### src/rtl/alu_pkg.sv
// Shared types for the ALU: opcode map, compare codes and divider state.
// Optional build macro used by this slice: ALU_OVF_EN (adds the ovf output).
package alu_pkg;

    localparam int ALU_W = 32;

    localparam logic [1:0] CMP_EQ = 2'b00;
    localparam logic [1:0] CMP_LT = 2'b01;
    localparam logic [1:0] CMP_GT = 2'b10;

    typedef enum logic [3:0] {
        OP_AND   = 4'b0000,
        OP_OR    = 4'b0001,
        OP_ADD   = 4'b0010,
        OP_XOR   = 4'b0011,
        OP_NOR   = 4'b0100,
        OP_SLL   = 4'b0101,
        OP_SUB   = 4'b0110,
        OP_SLT   = 4'b0111,
        OP_SRL   = 4'b1000,
        OP_SRA   = 4'b1001,
        OP_SLTU  = 4'b1010,
        OP_LUI   = 4'b1011,
        OP_DIVQ  = 4'b1100,
        OP_DIVR  = 4'b1101,
        OP_DIVUQ = 4'b1110,
        OP_DIVUR = 4'b1111
    } alu_op_e;

    typedef enum logic {
        DIV_BUSY = 1'b0,
        DIV_DONE = 1'b1
    } div_state_e;

endpackage

### src/rtl/alu_if.sv
// Operand/result bundle between the datapath (master) and the ALU (slave).
// With ALU_OVF_EN defined the bundle also carries the ovf flag.
interface alu_if
    import alu_pkg::*;
#(
    parameter int W = ALU_W
);
    // a/b/ctrl are sampled continuously; out/comp for ops 0000-1011 are valid the same cycle.
    // For ops 11xx out is valid only while done is high; done holds until divrst is next low.
    logic [W-1:0] a;
    logic [W-1:0] b;
    logic [3:0]   ctrl;
    logic [W-1:0] out;
    logic [1:0]   comp;
    logic         done;
    div_state_e   div_state;
`ifdef ALU_OVF_EN
    logic         ovf;
`endif

    modport master (
        output a, b, ctrl,
`ifdef ALU_OVF_EN
        input  ovf,
`endif
        input  out, comp, done, div_state
    );

    modport slave (
        input  a, b, ctrl,
`ifdef ALU_OVF_EN
        output ovf,
`endif
        output out, comp, done, div_state
    );

endinterface

### src/rtl/alu_divider.sv
// Sequential restoring divider: loads while divrst is low, then one quotient bit per clock.
// Results and done hold until divrst is next asserted.
module alu_divider
    import alu_pkg::*;
#(
    parameter int W = ALU_W
) (
    input  logic         clk,
    input  logic         divrst,
    input  logic [W-1:0] a,
    input  logic [W-1:0] b,
    input  logic         signed_mode,
    output logic [W-1:0] quotient,
    output logic [W-1:0] remainder,
    output logic         done,
    output div_state_e   state
);

    localparam int CW = $clog2(W) + 1;
    localparam logic [W-1:0] ONE = W'(1);

    div_state_e    r_state;
    div_state_e    w_state_nx;
    logic [CW-1:0] r_cnt;
    logic [W-1:0]  r_quo;
    logic [W-1:0]  r_rem;
    logic [W-1:0]  r_div;
    logic [W-1:0]  r_dvd;
    logic          r_qneg;
    logic          r_rneg;
    logic [W-1:0]  r_q_res;
    logic [W-1:0]  r_r_res;

    logic [W-1:0]  w_abs_a;
    logic [W-1:0]  w_abs_b;
    logic [W:0]    w_rem_sh;
    logic [W:0]    w_trial;
    logic          w_fit;
    logic [W-1:0]  w_rem_nx;
    logic [W-1:0]  w_quo_nx;
    logic [W-1:0]  w_q_fin;
    logic [W-1:0]  w_r_fin;

    assign w_abs_a = (signed_mode && a[W-1]) ? (~a + ONE) : a;
    assign w_abs_b = (signed_mode && b[W-1]) ? (~b + ONE) : b;

    assign w_rem_sh = {r_rem, r_quo[W-1]};
    assign w_trial  = w_rem_sh - {1'b0, r_div};
    assign w_fit    = ~w_trial[W];
    assign w_rem_nx = w_fit ? w_trial[W-1:0] : w_rem_sh[W-1:0];
    assign w_quo_nx = {r_quo[W-2:0], w_fit};

    // Zero divisor bypasses the sign fix-up so the remainder is the original dividend.
    assign w_q_fin = (r_div == '0) ? '1    : (r_qneg ? (~w_quo_nx + ONE) : w_quo_nx);
    assign w_r_fin = (r_div == '0) ? r_dvd : (r_rneg ? (~w_rem_nx + ONE) : w_rem_nx);

    always_ff @(posedge clk) begin
        if (!divrst) begin
            r_state <= DIV_BUSY;
        end else begin
            r_state <= w_state_nx;
        end
    end

    always_comb begin
        w_state_nx = r_state;
        if (r_state == DIV_BUSY && r_cnt == CW'(1)) begin
            w_state_nx = DIV_DONE;
        end
    end

    always_comb begin
        done  = (r_state == DIV_DONE);
        state = r_state;
    end

    always_ff @(posedge clk) begin
        if (!divrst) begin
            r_rem   <= '0;
            r_quo   <= w_abs_a;
            r_div   <= w_abs_b;
            r_dvd   <= a;
            r_qneg  <= signed_mode & (a[W-1] ^ b[W-1]);
            r_rneg  <= signed_mode & a[W-1];
            r_cnt   <= CW'(W);
            r_q_res <= '0;
            r_r_res <= '0;
        end else if (r_cnt != '0) begin
            r_rem <= w_rem_nx;
            r_quo <= w_quo_nx;
            r_cnt <= r_cnt - CW'(1);
            if (r_cnt == CW'(1)) begin
                r_q_res <= w_q_fin;
                r_r_res <= w_r_fin;
            end
        end
    end

    assign quotient  = r_q_res;
    assign remainder = r_r_res;

endmodule

### src/rtl/alu.sv
// MIPS-style ALU: same-cycle logic/shift/arith/compare ops plus a registered divider read by opcode.
// Define ALU_OVF_EN to drive the signed-overflow flag for ADD/SUB.
module alu
    import alu_pkg::*;
#(
    parameter int W = ALU_W
) (
    input  logic  clk,
    input  logic  divrst,
    alu_if.slave  bus
);

    localparam int SHW = $clog2(W);

    logic [SHW-1:0] w_sh;
    logic [W-1:0]   w_sum;
    logic [W-1:0]   w_diff;
    logic [W-1:0]   w_quo;
    logic [W-1:0]   w_rem;
    logic [W-1:0]   w_res;
    logic           w_done;
    div_state_e     w_div_state;

    assign w_sh   = bus.b[SHW-1:0];
    assign w_sum  = bus.a + bus.b;
    assign w_diff = bus.a - bus.b;

    // Mode comes from ctrl[1] (0 = signed) and is only sampled while the divider loads.
    alu_divider #(.W(W)) u_div (
        .clk         (clk),
        .divrst      (divrst),
        .a           (bus.a),
        .b           (bus.b),
        .signed_mode (~bus.ctrl[1]),
        .quotient    (w_quo),
        .remainder   (w_rem),
        .done        (w_done),
        .state       (w_div_state)
    );

    always_comb begin
        w_res = '0;
        case (alu_op_e'(bus.ctrl))
            OP_AND:   w_res = bus.a & bus.b;
            OP_OR:    w_res = bus.a | bus.b;
            OP_ADD:   w_res = w_sum;
            OP_XOR:   w_res = bus.a ^ bus.b;
            OP_NOR:   w_res = ~(bus.a | bus.b);
            OP_SLL:   w_res = bus.a << w_sh;
            OP_SUB:   w_res = w_diff;
            OP_SLT:   w_res = {{(W-1){1'b0}}, ($signed(bus.a) < $signed(bus.b))};
            OP_SRL:   w_res = bus.a >> w_sh;
            OP_SRA:   w_res = $unsigned($signed(bus.a) >>> w_sh);
            OP_SLTU:  w_res = {{(W-1){1'b0}}, (bus.a < bus.b)};
            OP_LUI:   w_res = {bus.b[15:0], {(W-16){1'b0}}};
            OP_DIVQ,
            OP_DIVUQ: w_res = w_quo;
            OP_DIVR,
            OP_DIVUR: w_res = w_rem;
            default:  w_res = '0;
        endcase
    end

    always_comb begin
        bus.comp = CMP_GT;
        if (bus.a == bus.b) begin
            bus.comp = CMP_EQ;
        end else if ($signed(bus.a) < $signed(bus.b)) begin
            bus.comp = CMP_LT;
        end
    end

`ifdef ALU_OVF_EN
    always_comb begin
        bus.ovf = 1'b0;
        case (alu_op_e'(bus.ctrl))
            OP_ADD:  bus.ovf = (bus.a[W-1] == bus.b[W-1]) && (w_sum[W-1]  != bus.a[W-1]);
            OP_SUB:  bus.ovf = (bus.a[W-1] != bus.b[W-1]) && (w_diff[W-1] != bus.a[W-1]);
            default: bus.ovf = 1'b0;
        endcase
    end
`endif

    assign bus.out       = w_res;
    assign bus.done      = w_done;
    assign bus.div_state = w_div_state;

endmodule

### src/flat_wrapper.sv
// flat-port wrapper written by rule: the top's interface ports become plain ports
module alu_flat import alu_pkg::*;
#(
    parameter int W = ALU_W
)
  (clk, divrst, bus_a, bus_b, bus_ctrl, bus_out, bus_comp, bus_done, bus_div_state);
  alu_if #(.W(W)) bus_i ();
  input  logic clk;
  input  logic divrst;
  input wire logic [$bits(bus_i.a)-1:0] bus_a;
  input wire logic [$bits(bus_i.b)-1:0] bus_b;
  input wire logic [$bits(bus_i.ctrl)-1:0] bus_ctrl;
  output wire logic [$bits(bus_i.out)-1:0] bus_out;
  output wire logic [$bits(bus_i.comp)-1:0] bus_comp;
  output wire logic [$bits(bus_i.done)-1:0] bus_done;
  output wire logic [$bits(bus_i.div_state)-1:0] bus_div_state;
  assign bus_i.a = bus_a;
  assign bus_i.b = bus_b;
  assign bus_i.ctrl = bus_ctrl;
  assign bus_out = bus_i.out;
  assign bus_comp = bus_i.comp;
  assign bus_done = bus_i.done;
  assign bus_div_state = bus_i.div_state;
  alu #(.W(W)) u_core (.clk(clk), .divrst(divrst), .bus(bus_i));
endmodule
### config.mk
export PLATFORM = sky130hd
export DESIGN_NAME = alu_flat
export DESIGN_NICKNAME = d
export VERILOG_FILES = /design/src/rtl/alu_pkg.sv /design/src/rtl/alu_if.sv /design/src/rtl/alu_divider.sv /design/src/rtl/alu.sv /design/src/flat_wrapper.sv
export SDC_FILE = /design/constraint.sdc
export NUM_CORES = 1
export LEC_CHECK = 0
export CORE_MARGIN = 5
export CORE_UTILIZATION = 50
export CTS_BUF_LIST = sky130_fd_sc_hd__clkbuf_16
export CTS_CLUSTER_SIZE = 25
export DETAILED_ROUTE_END_ITERATION = 10
export HOLD_SLACK_MARGIN = 0.02
export PLACE_DENSITY_LB_ADDON = 0.12
export SLEW_MARGIN = 40
export SYNTH_ARGS = -nofsm -noshare
export SYNTH_HDL_FRONTEND = slang
export SYNTH_SLANG_ARGS = --single-unit
### constraint.sdc
create_clock -name clk -period 7.7 [get_ports clk]
set_clock_uncertainty 0.05 [all_clocks]
set_input_delay 1.925 -clock clk [delete_from_list [all_inputs] [get_ports clk]]
set_output_delay 1.925 -clock clk [all_outputs]
set_load 0.02 [all_outputs]
# == Word level (Yosys, flattened, before mapping) ==
# Index checks and enable logic that the tools add are counted.
# classes
add_sub_neg,8
order_cmp,2
eq_ne,18
shift,3
mux,12
bitwise_logic,14
n_reduce_logical,9
# op_table
op,count
32-bit case mux with 14 select lines,1
32-bit 2-to-1 mux,9
32-bit NOT,5
"32-bit by 1-bit adder with 32-bit output, second input constant",4
32-bit less-than comparator,2
33-bit by 32-bit subtractor with 33-bit output,1
32-bit adder,1
32-bit AND,1
32-bit == test,1
"4-bit == test, second input constant",8
32-bit logical NOT,1
32-bit bitwise OR,1
32-bit by 5-bit left shift with 32-bit output,1
32-bit by 5-bit right shift with 32-bit output,1
32-bit by 5-bit >>> shifter with 32-bit output,1
32-bit subtractor,1
32-bit XOR,1
"4-bit by 3-bit == test with 1-bit output, second input constant",4
"4-bit by 2-bit == test with 1-bit output, second input constant",2
"6-bit by 1-bit == test with 1-bit output, second input constant",1
6-bit nonzero test,1
"6-bit by 1-bit subtractor with 6-bit output, second input constant",1
"4-bit by 1-bit == test with 1-bit output, second input constant",1
4-bit logical NOT,1
8 further kinds,15
# word_totals
regBits,201
in_bits,70
output_inout_bits,36

# == Depth between registers and ports, before layout ==
# logic_depth
ltp_word,6
mapped_depth,25
ltp_nobuf,24

# == Cells and area by module ==
# From an unflattened synthesis, not the netlist that was laid out.
# unflattened
hier_cells,3006
hier_area_um2,22210.1
# by_module_without_submodules
mod,instances,cells_each,area_each_um2,seq_area_each_um2
alu_divider,1,1479,12640.9,5004.8
alu,1,1527,9569.2,0.0

# == Worst setup path after synthesis ==
# Ideal clock, no wire load.
# synth_path
kind,input -> output
start,in bus_b[2]
end,out bus_out[0]
arrival_time_ns,5.961
required_time_ns,5.725
path_slack_ns,-0.236
stages,17
cell_sequence,inv_1 buf_1 clkbuf_1 buf_1 ha_1 o21bai_1 a21oi_1 o21bai_1 a21oi_1 o221ai_1 o21ai_0 nor4_1 nor4_1 xnor2_1 o22ai_1 a21oi_1 nor2_1
# synth_between
elab_chain_cells,2
word_cells_on_any_way,6
# synth_rtl
element,line_no,text
"start, declared",flat_wrapper.sv:11,input wire logic [$bits(bus_i.b)-1:0] bus_b;
"32-bit less-than comparator, or another cell as far along",alu.sv:54,"OP_SLTU: w_res = {{(W-1){1'b0}}, (bus.a < bus.b)};"
32-bit case mux with 14 select lines (*),alu.sv:43,case (alu_op_e'(bus.ctrl))
"end, declared",flat_wrapper.sv:13,output wire logic [$bits(bus_i.out)-1:0] bus_out;
# Mark *: on every way between the ends. The rest lies on a longest branch, timed or not.

# == Worst setup path after layout ==
# layout_path
start,in bus_b[6]
end,out bus_out[29]
# layout_between
elab_chain_cells,2
word_cells_on_any_way,3
# layout_rtl
element,line_no
32-bit subtractor or 32-bit adder (tied branches),"alu.sv:26, alu.sv:25"
32-bit case mux with 14 select lines (*),alu.sv:43
# Marks and branches as above.

==> flow_metrics.env <==
export IMPL_rows=76
export IMPL_grt_most_used_layer="met2"
export IMPL_die_w_um=218
export IMPL_min_to="u_core.u_div.remainder[12]"
export IMPL_power_density_mw_per_mm2=218
export IMPL_period_share_pct=99.6
export IMPL_synth_top_area_cell="edfxtp_1"
export IMPL_synth_top_cell_area_share_pct=13.6
export IMPL_peakVddDrop_mv=0.179
export IMPL_avgSynthCellArea_um2=7.48
export IMPL_rsz0062_at_grt="true"
export IMPL_via_per_inst=6.98
export IMPL_async_flop_share_pct=0
export IMPL_cap_violations=0
export IMPL_vias=26600
export IMPL_synth_area_top_cells="edfxtp_1, dfxtp_1, ha_1"
export IMPL_die_area_mm2=0.0475
export IMPL_clock_sinks=201
export IMPL_whs_path_depth=2
export IMPL_globalplace_congestion=1.09
export IMPL_hold_violations=0
export IMPL_cts_buffer_depth=3
export IMPL_fmax_ghz=0.130
export IMPL_io_pin_count=106
export IMPL_clkTransAtPathRegs_ns=0.07
export IMPL_synth_cell_types=99
export IMPL_worst_slew_margin_rel_pct=38.7
export IMPL_endpoint_kind="primary output"
export IMPL_drc_errors=0
export IMPL_r2r_slack_ns=1.07
export IMPL_worst_endpoint_arrival_ns=5.70
export IMPL_drt_total_wl_um=111000
export IMPL_cts_max_level=1
export IMPL_clock_latency_ns=0.52
export IMPL_fin_cells=3813
export IMPL_r2r_cells=20
export IMPL_drive_gt1_share_pct=17.4
export IMPL_worstMarginPinSlew_ns=0.919
export IMPL_area_delta_synth_final_pct=22.9
export IMPL_status="completed"
export IMPL_core_area_mm2=0.0430
export IMPL_worstHoldStart="u_core.u_div.remainder[12]"
export IMPL_crit_path_start="bus_b[6]"
export IMPL_fin_crit_ns=7.67
export IMPL_cp_required_ns=5.73
export IMPL_slew_violations=0
export IMPL_drt_iter0_drc=4470
export IMPL_overflow=0
export IMPL_cts_made_buffers=20
export IMPL_synth_ff_type="dfxtp_1"
export IMPL_postSynthCellCount=2891
export IMPL_yosysWarnings=0
export IMPL_root_buffer="clkbuf_16"
export IMPL_tritoncts="done"
export IMPL_synthesis_area_mm2=0.0216
export IMPL_timing_hold_ws_ns=0.410
export IMPL_ys_seq_area_share_pct=23.1
export IMPL_ant_nets=0
export IMPL_met2_usage_pct=66.8
export IMPL_hp_class="register to register"
export IMPL_dr_pass1_iters=7
export IMPL_grt_use_met3_pct=10.4
export IMPL_grt_pass1_wl_um=161000
export IMPL_synth_edff_count=98
export IMPL_grt_max_degree=106
export IMPL_leakagePower_nw=11.0
export IMPL_placed_cells=3766
export IMPL_r2r_start="u_core.u_div.r_div[7]"
export IMPL_die_y_um=218
export IMPL_finalSetupViolations=0
export IMPL_portBuffers=105
export IMPL_start_util_pct=50.3
export IMPL_ys_ff_latch=201
export IMPL_hpwlAfterDp_um=86400
export IMPL_antenna_found_initial=3
export IMPL_path_max_fanout=4
export IMPL_track_usage_pct=44.3
export IMPL_nNetsFinal=3419
export IMPL_critPathKind="input port to primary output"
export IMPL_met1_usage_pct=58.3
export IMPL_wl_per_cell_um=29.2
export IMPL_critPathLaunchType="input port"
export IMPL_grt_pass1_vias=24900
export IMPL_syn_num_nets=3099
export IMPL_timing_rr_end="u_core.u_div.remainder[30]"
-- kinds of logic after synthesis --
logic type,count (synthesis),synth area share (%)
AND/OR/NAND/NOR,937,20.0
XOR/XNOR,145,5.87
adder cells (fa/ha/maj),138,8.08
multiplexers,110,6.40
AO/OA/AOI/OAI,1010,30.3
flip-flops,201,23.1
buffers and inverters,350,6.25
-- metrics by stage --
stage	worst slack (ns)	power (mW)	instance area [um2]	utilization, %	setup TNS [ns]
6_report	0.0278	5.80	26600	61.9	0
5_1_grt	-0.0527	5.99	26600	61.9	-0.0625
3_5_place_dp	-0.590	4.58	25700	59.7	-6.03
3_3_place_gp	-0.502	4.51	25600	59.6	-5.80
4_1_cts	0.00519	5.59	26400	61.4	0
2_1_floorplan	0.105	3.46	21600	-	0
-- power by group --
group	internal, mW	switching, mW	total, mW
Clock	0.533	0.455	0.988
Sequential	1.30	0.228	1.53
Combinational	1.22	2.06	3.28
-- timing repair --
item	4_1_cts	5_1_grt
pin swaps	8	13
resized for setup	47	53
hold buffers	0	0
setup buffers	4	3
endpoints found under the setup margin	20	23
-- cell usage after synthesis (all sizes together), types with 14 or more instances --
library cell and n:
buf 39, nor2b 15, o21ai 293, o21a 14
a21oi 243, nor3 72, xnor2 100, o22ai 16
or3 21, clkbuf 162, ha 135, a22oi 30
mux2i 76, inv 146, nand2 279, a211oi 51
o31ai 35, o21bai 24, a211o 15, o2111ai 15
a21o 31, dfxtp 103, mux4 21, nand2b 30
nand3 56, a221oi 37, and3 20, a31oi 41
edfxtp 98, o211ai 38, nand4 29, nor2 319
nor4 33, xor2 45, o41ai 18
-- layer usage --
layer  wire length [um]  vias up
met5                 15        -
met4               8470        2
met3              14300      547
met2              46400     2249
met1              42000    12500
li1                   -    11300
-- worst max-delay path: stages --
cell and delay [ns]:
clkdlybuf4s50_1 0.46, buf_4 0.17, inv_1 0.10, ha_2 0.22
or4b_2 0.67, nand3_2 0.12, o21ai_1 0.11, and3_4 0.22
o41ai_4 0.44, o31ai_4 0.15, a21oi_1 0.16, o21ai_0 0.10
or3_1 0.31, a31oi_1 0.19, clkdlybuf4s15_1 0.34
-- flip-flops by register name (all words and copies together) (netlist names) --
signal	cells
u_core.u_div.done	1
u_core.u_div.quotient	32
u_core.u_div.r_cnt	6
u_core.u_div.r_div	32
u_core.u_div.r_dvd	32
u_core.u_div.r_qneg	1
u_core.u_div.r_quo	32
u_core.u_div.r_rem	32
u_core.u_div.r_rneg	1
u_core.u_div.remainder	32
-- worst max-delay path by stage --
stage	to	slack, ns	cells past startpoint
floorplan	bus_out[0]	0.10	17
global placement	bus_out[29]	-0.50	15
detailed placement	bus_out[29]	-0.59	18
CTS	bus_out[28]	0.005	15
global route	bus_out[29]	-0.05	15
finish	bus_out[29]	0.03	15
-- placed cells by master, fill, tap and decap left out, types with 29 or more instances in the layout --
cell type / Yosys / layout
a31oi_1: 41 / 41
inv_1: 144 / 141
ha_1: 135 / 127
xor2_1: 45 / 45
nand3_1: 55 / 54
a21o_1: 31 / 31
nand2_1: 279 / 279
edfxtp_1: 98 / 98
a21oi_1: 242 / 236
nand4_1: 29 / 29
xnor2_1: 100 / 100
dfxtp_1: 103 / 103
clkdlybuf4s50_1: 0 / 74
o31ai_1: 34 / 31
a211oi_1: 51 / 51
a221oi_1: 36 / 33
a22oi_1: 30 / 30
nor3_1: 69 / 66
mux2i_1: 76 / 75
buf_4: 2 / 386
nand2b_1: 30 / 30
o21ai_0: 284 / 273
o211ai_1: 37 / 37
nor2_1: 318 / 314
-- layout make-up --
| cell class | instances | area (um2) |
|---|---|---|
| fill | 3770 | 16400 |
| multi-input combinational | 2340 | 15600 |
| timing repair buffer | 499 | 4050 |
| clock inverter | 15 | 104 |
| sequential | 201 | 5000 |
| tap | 585 | 732 |
| antenna | 3 | 7.51 |
| clock buffer | 21 | 526 |
| inverter | 149 | 564 |
Power figures use the tool's default switching activity.
